<file path="config.mk">
export PLATFORM = sky130hd
export DESIGN_NAME = control_fsm
export DESIGN_NICKNAME = d
export VERILOG_FILES = /design/src/rtl/control_fsm.sv
export SDC_FILE = /design/constraint.sdc
export NUM_CORES = 1
export LEC_CHECK = 0
export ABC_AREA = 1
export CORE_ASPECT_RATIO = 0.6
export CORE_MARGIN = 2
export CORE_UTILIZATION = 42
export CTS_BUF_LIST = sky130_fd_sc_hd__clkbuf_8 sky130_fd_sc_hd__clkbuf_16
export DETAILED_ROUTE_END_ITERATION = 8
export PLACE_DENSITY = 0.83
export SYNTH_ARGS = -nofsm -noshare
export SYNTH_HDL_FRONTEND = slang
export SYNTH_SLANG_ARGS = --single-unit
</file>
<file path="constraint.sdc">
create_clock -name clk -period 1.42 [get_ports clk]
set_input_delay 0.284 -clock clk [delete_from_list [all_inputs] [get_ports clk]]
set_output_delay 0.284 -clock clk [all_outputs]
set_load 0.005 [all_outputs]
</file>
<file path="src/rtl/control_fsm.sv">
// Multicycle control FSM for Instruction_FD: FETCH/DECODE/EXEC/MEM/WB(/HALT), registered Moore strobes.
// Optional CONTROL_FSM_ILLEGAL_TRAP_EN: illegal opcodes trap to HALT instead of retiring as a NOP.
module control_fsm #(
    parameter int unsigned FETCH_WAIT = 0
) (
    input  logic        clk,
    input  logic        reset,
    input  logic [31:0] instr,
    output logic        WE_mem,
    output logic        WE_reg,
    output logic [1:0]  OP_MEM_I,
    output logic        ADD_SUB,
    output logic        PC_load,
    output logic [2:0]  select_flags,
    output logic        illegal,
    output logic [2:0]  state_dbg
);
    localparam logic [2:0] S_FETCH  = 3'd0;
    localparam logic [2:0] S_DECODE = 3'd1;
    localparam logic [2:0] S_EXEC   = 3'd2;
    localparam logic [2:0] S_MEM    = 3'd3;
    localparam logic [2:0] S_WB     = 3'd4;
    localparam logic [2:0] S_HALT   = 3'd5;
    localparam logic [3:0] WAIT_LAST = FETCH_WAIT[3:0];

    logic [2:0]  state_q, state_d;
    logic [3:0]  wait_q, wait_d;
    // Only the decode-relevant fields of the instruction are kept: {funct7[5], funct3, opcode}.
    logic [10:0] ir_q, ir_d;
    logic        we_mem_q, we_mem_d, we_reg_q, we_reg_d;
    logic [1:0]  op_mem_q, op_mem_d;
    logic        add_sub_q, add_sub_d, pc_load_q, pc_load_d;
    logic [2:0]  sel_q, sel_d;
    logic        illegal_q, illegal_d;
    logic        unused_instr_bits;

    assign unused_instr_bits = ^{instr[31], instr[29:15], instr[11:7]};

    logic [6:0] opc;
    logic [2:0] f3;
    logic       f7b5, fetch_last, in_ex;
    logic       is_r, is_addi, is_ld, is_sd, is_br, is_ill;

    assign opc        = ir_q[6:0];
    assign f3         = ir_q[9:7];
    assign f7b5       = ir_q[10];
    assign fetch_last = (state_q == S_FETCH) && (wait_q == WAIT_LAST);

    assign is_r    = (opc == 7'b0110011) && (f3 == 3'b000);
    assign is_addi = (opc == 7'b0010011) && (f3 == 3'b000);
    assign is_ld   = (opc == 7'b0000011) && (f3 == 3'b011);
    assign is_sd   = (opc == 7'b0100011) && (f3 == 3'b011);
    assign is_br   = (opc == 7'b1100011) &&
                     ((f3 == 3'b000) || (f3 == 3'b001) || (f3 == 3'b100) || (f3 == 3'b101));
    assign is_ill  = !(is_r || is_addi || is_ld || is_sd || is_br);

    assign wait_d = (state_q == S_FETCH && !fetch_last) ? wait_q + 4'd1 : 4'd0;
    assign ir_d   = fetch_last ? {instr[30], instr[14:12], instr[6:0]} : ir_q;

    always_comb begin
        state_d = state_q;
        case (state_q)
            S_FETCH:  if (fetch_last) state_d = S_DECODE;
`ifdef CONTROL_FSM_ILLEGAL_TRAP_EN
            S_DECODE: state_d = is_ill ? S_HALT : S_EXEC;
`else
            S_DECODE: state_d = S_EXEC;
`endif
            S_EXEC: begin
                if (is_ld || is_sd)        state_d = S_MEM;
                else if (is_r || is_addi)  state_d = S_WB;
                else                       state_d = S_FETCH;
            end
            S_MEM:    state_d = is_ld ? S_WB : S_FETCH;
            S_WB:     state_d = S_FETCH;
            S_HALT:   state_d = S_HALT;
            default:  state_d = S_FETCH;
        endcase
    end

    // Strobes are a Moore function of the state being entered, so they line up with state_dbg.
    always_comb begin
        in_ex     = (state_d == S_EXEC) || (state_d == S_MEM) || (state_d == S_WB);
        op_mem_d  = 2'd0;
        if (in_ex && is_addi)               op_mem_d = 2'd2;
        else if (in_ex && (is_ld || is_sd)) op_mem_d = 2'd1;
        add_sub_d = in_ex && ((is_r && f7b5) || is_br);
        we_mem_d  = (state_d == S_MEM) && is_sd;
        we_reg_d  = (state_d == S_WB);
        pc_load_d = ((state_d == S_EXEC) && (is_br || is_ill)) || we_mem_d || we_reg_d;
        sel_d     = 3'd0;
        if (state_d == S_EXEC && is_br) begin
            case (f3)
                3'b000:  sel_d = 3'd1;
                3'b001:  sel_d = 3'd2;
                3'b100:  sel_d = 3'd3;
                3'b101:  sel_d = 3'd4;
                default: sel_d = 3'd0;
            endcase
        end
`ifdef CONTROL_FSM_ILLEGAL_TRAP_EN
        illegal_d = (state_d == S_HALT);
`else
        illegal_d = 1'b0;
`endif
    end

    always_ff @(posedge clk) begin
        if (reset) begin
            state_q   <= S_FETCH;
            wait_q    <= 4'd0;
            ir_q      <= 11'd0;
            we_mem_q  <= 1'b0;
            we_reg_q  <= 1'b0;
            op_mem_q  <= 2'd0;
            add_sub_q <= 1'b0;
            pc_load_q <= 1'b0;
            sel_q     <= 3'd0;
            illegal_q <= 1'b0;
        end else begin
            state_q   <= state_d;
            wait_q    <= wait_d;
            ir_q      <= ir_d;
            we_mem_q  <= we_mem_d;
            we_reg_q  <= we_reg_d;
            op_mem_q  <= op_mem_d;
            add_sub_q <= add_sub_d;
            pc_load_q <= pc_load_d;
            sel_q     <= sel_d;
            illegal_q <= illegal_d;
        end
    end

    assign WE_mem       = we_mem_q;
    assign WE_reg       = we_reg_q;
    assign OP_MEM_I     = op_mem_q;
    assign ADD_SUB      = add_sub_q;
    assign PC_load      = pc_load_q;
    assign select_flags = sel_q;
    assign illegal      = illegal_q;
    assign state_dbg    = state_q;
endmodule

</file>
==> run metrics <==
CP top delay family buffers and inverters; DP Area around 0.0015 mm2; final worst path period need between 1 and 1.5 ns; register area ~560 um2; maxcap violations 0; pre-CTS setup slack 0.04564 ns; initial antenna violation count 0; Worst Path Max Fanout 1; Skew-Pair Late Insertion Delay 0.28 ns; row count 14; CP max stage cell clkdlybuf4s50_1; Syn Inst Count 153; Req. time, crit path 1.14 ns; clock-pin transition on the worst setup and hold timing paths ~0.09 ns; Min-Delay Path Class reg -> reg; final instance area approximately 0.0016 mm2; register bank with the most flops ir_q; Die Span X ~72 um; Cell variety after synth 25; Power, Total roughly 1.5 mW; CTS tree yes; Startpoint Class register; total core area about 0.0026 mm2; CP Buf/Inv Count 1; fin crit share 0.9625; crit end category output port; post-DP HPWL between 1500 and 2000 um; maximum clock frequency approximately 0.73 GHz; Leak 0.7483 nW; DR pass1 iterations 4; Final ANT Viol Nets 0; Syn Area/Cell 7.564 um2; number of global-route vias before repair 900; Fin Clk Skew about 0.0065 ns; Via-to-Cell Ratio just under 5; Min-Delay Path Depth 1; routability cong. between 0.8 and 0.9; H-tree level count 1; worst hold start ir_q[7]; drc violations 0; RSZ-0062 raised after global routing yes; I/O Pins 47; die span in y 44.66 um; Mapped Area approximately 0.0012 mm2; total CTS buffers 3; Starting Density 0.4525; first-pass GRT wire length around 3900 um; kind of critical path reg -> out; Power Density 952.9 mW/mm2; Regs by FF count ir_q x11, wait_q x4; worst reg2reg startpoint ir_q[2]; count of nets after finishing 222; arrival time at the worst endpoint ~1.1 ns; Seq/Total Area, Yosys 0.4670; Antenna Cells 0; die footprint between 0.003 and 0.004 mm2; Final Hold Violating Endpoints 0; Root Buffer clkbuf_8; fillers approximately 200; footprint of the multi-input gates between 500 and 600 um2; yosys warns 0; outcome finished clean; Largest register FFs 11; critical path, cell by cell clkdlybuf4s50_1; CP peak stage delay about 0.48 ns; CTS Hold Bufs 0; Area growth syn-to-layout 39.35%; PnR worst setup slack between 0.05 and 0.06 ns; Syn Nets approximately 190; R2R cell count 5; grt total ovfl 0; worst-case clock buffer depth 2; routed wire length 2432 um; clk sinks 27; share of layout cells above drive strength 1 0.2432; DRT iter0 DRCs 53; GRT Overall Usage 0.1625; Vias ~1000; Critical Path Stages 1; Critical Path Source select_flags[1]; PortBufs 24; largest net degree at the start of global routing 20; Setup Viol. Count Final 0; max-slew violation count 0; Peak VDD IR between 0.5 and 0.6 mV; #FFs+latches synth 27; WL per Instance 11.21 um; r2r setup slk ~0.07 ns
Yosys cell counts:
master	count	area share
nor2_4	1	0.0097
buf_2	2	0.0086
nand3_1	13	0.056
clkbuf_1	1	0.0032
nand2_1	17	0.055
a21oi_2	2	0.015
a21oi_1	9	0.039
xor2_1	1	0.0076
nor3_1	3	0.013
o21ai_2	1	0.0076
dfxtp_1	27	0.47
nor2_2	5	0.027
inv_1	16	0.052
inv_2	6	0.019
nand4_1	1	0.0054
nor4_1	1	0.0054
nor3_2	3	0.026
clkinv_1	1	0.0032
nand2_2	2	0.011
conb_1	1	0.0032
xnor2_1	1	0.0076
o21ai_0	12	0.052
ha_1	2	0.022
buf_4	1	0.0065
nor2_1	24	0.078
per-layer routing:
layer / routed length, um / track usage
met1: 1155 / 0.2176
met2: 1072 / 0.2519
met3: 174 / 0.05695
met4: 29 / 0.04528
met5: 0 / 0
repair_timing:
| action | CTS | global route |
|---|---|---|
| buffers inserted | 4 | 0 |
| pin swaps | 0 | 3 |
| gates resized for setup | 9 | 19 |
| cloned | 0 | 0 |
| endpoints found under the setup margin | 3 | 17 |
cells in the final DEF, fill, tap and decap left out:
cell	n
dfxtp_1	19
a21oi_2	2
a21oi_1	9
nand3_2	2
clkinvlp_4	1
nor2_2	4
nand3_1	11
dlymetal6s2s_1	4
clkbuf_8	3
o21ai_0	10
conb_1	1
dfxtp_4	3
nor3_2	1
clkdlybuf4s50_1	18
clkinv_1	1
dfxtp_2	5
xnor2_1	1
dlygate4sd2_1	2
nor4_1	1
inv_1	15
buf_4	6
nor2_4	3
ha_1	2
nand2_1	16
buf_12	2
nor2_1	23
o21ai_2	1
nor3_4	2
nand4_1	1
xor2_1	1
o21ai_1	2
inv_2	7
nand2_2	3
nor3_1	3
power by group:
| part | leakage, nW | switching [mW] | total [mW] | internal (mW) |
|---|---|---|---|---|
| registers | 0.225 | 0.0303 | 0.827 | 0.797 |
| logic | 0.502 | 0.149 | 0.271 | 0.122 |
| clock network | 0.0217 | 0.240 | 0.439 | 0.199 |
path summary, 6_finish.rpt:
kind                                   endpoint
worst min-delay path            select_flags[0]
worst max register to register  select_flags[2]
worst max-delay path            select_flags[1]
worst min register to register  select_flags[0]
through the flow:
stage	utilization	instances	setup TNS [ns]	hold slack, ns
6_report	0.6306	217	0	0.4727
5_1_grt	0.6306	217	-0.2045	0.5145
4_1_cts	0.6115	217	0	0.4896
3_5_place_dp	0.5705	209	0	0.4690
3_3_place_gp	0.5705	209	0	0.4413
2_1_floorplan	-	153	0	0.3524
final cells by class:
type / count / area share
Clock inverter: 1 / 0.004655
Clock buffer: 3 / 0.02560
Inverter: 23 / 0.05353
Multi-Input combinational cell: 99 / 0.3390
Sequential cell: 27 / 0.3460
Timing Repair Buffer: 32 / 0.2064
Tap cell: 32 / 0.02483
cells by family after synthesis:
logic type | after synthesis | share of synthesized area
AOI/OAI and AO/OA | 24 | 0.1135
other | 1 | 0.003240
xor gates and xnor gates | 2 | 0.01514
adders and majority gates | 2 | 0.02162
DFF | 27 | 0.4670
and+or+nand+nor | 70 | 0.2865
buffers and inverters | 27 | 0.09297
No activity file was read; power rests on OpenSTA's default activity.
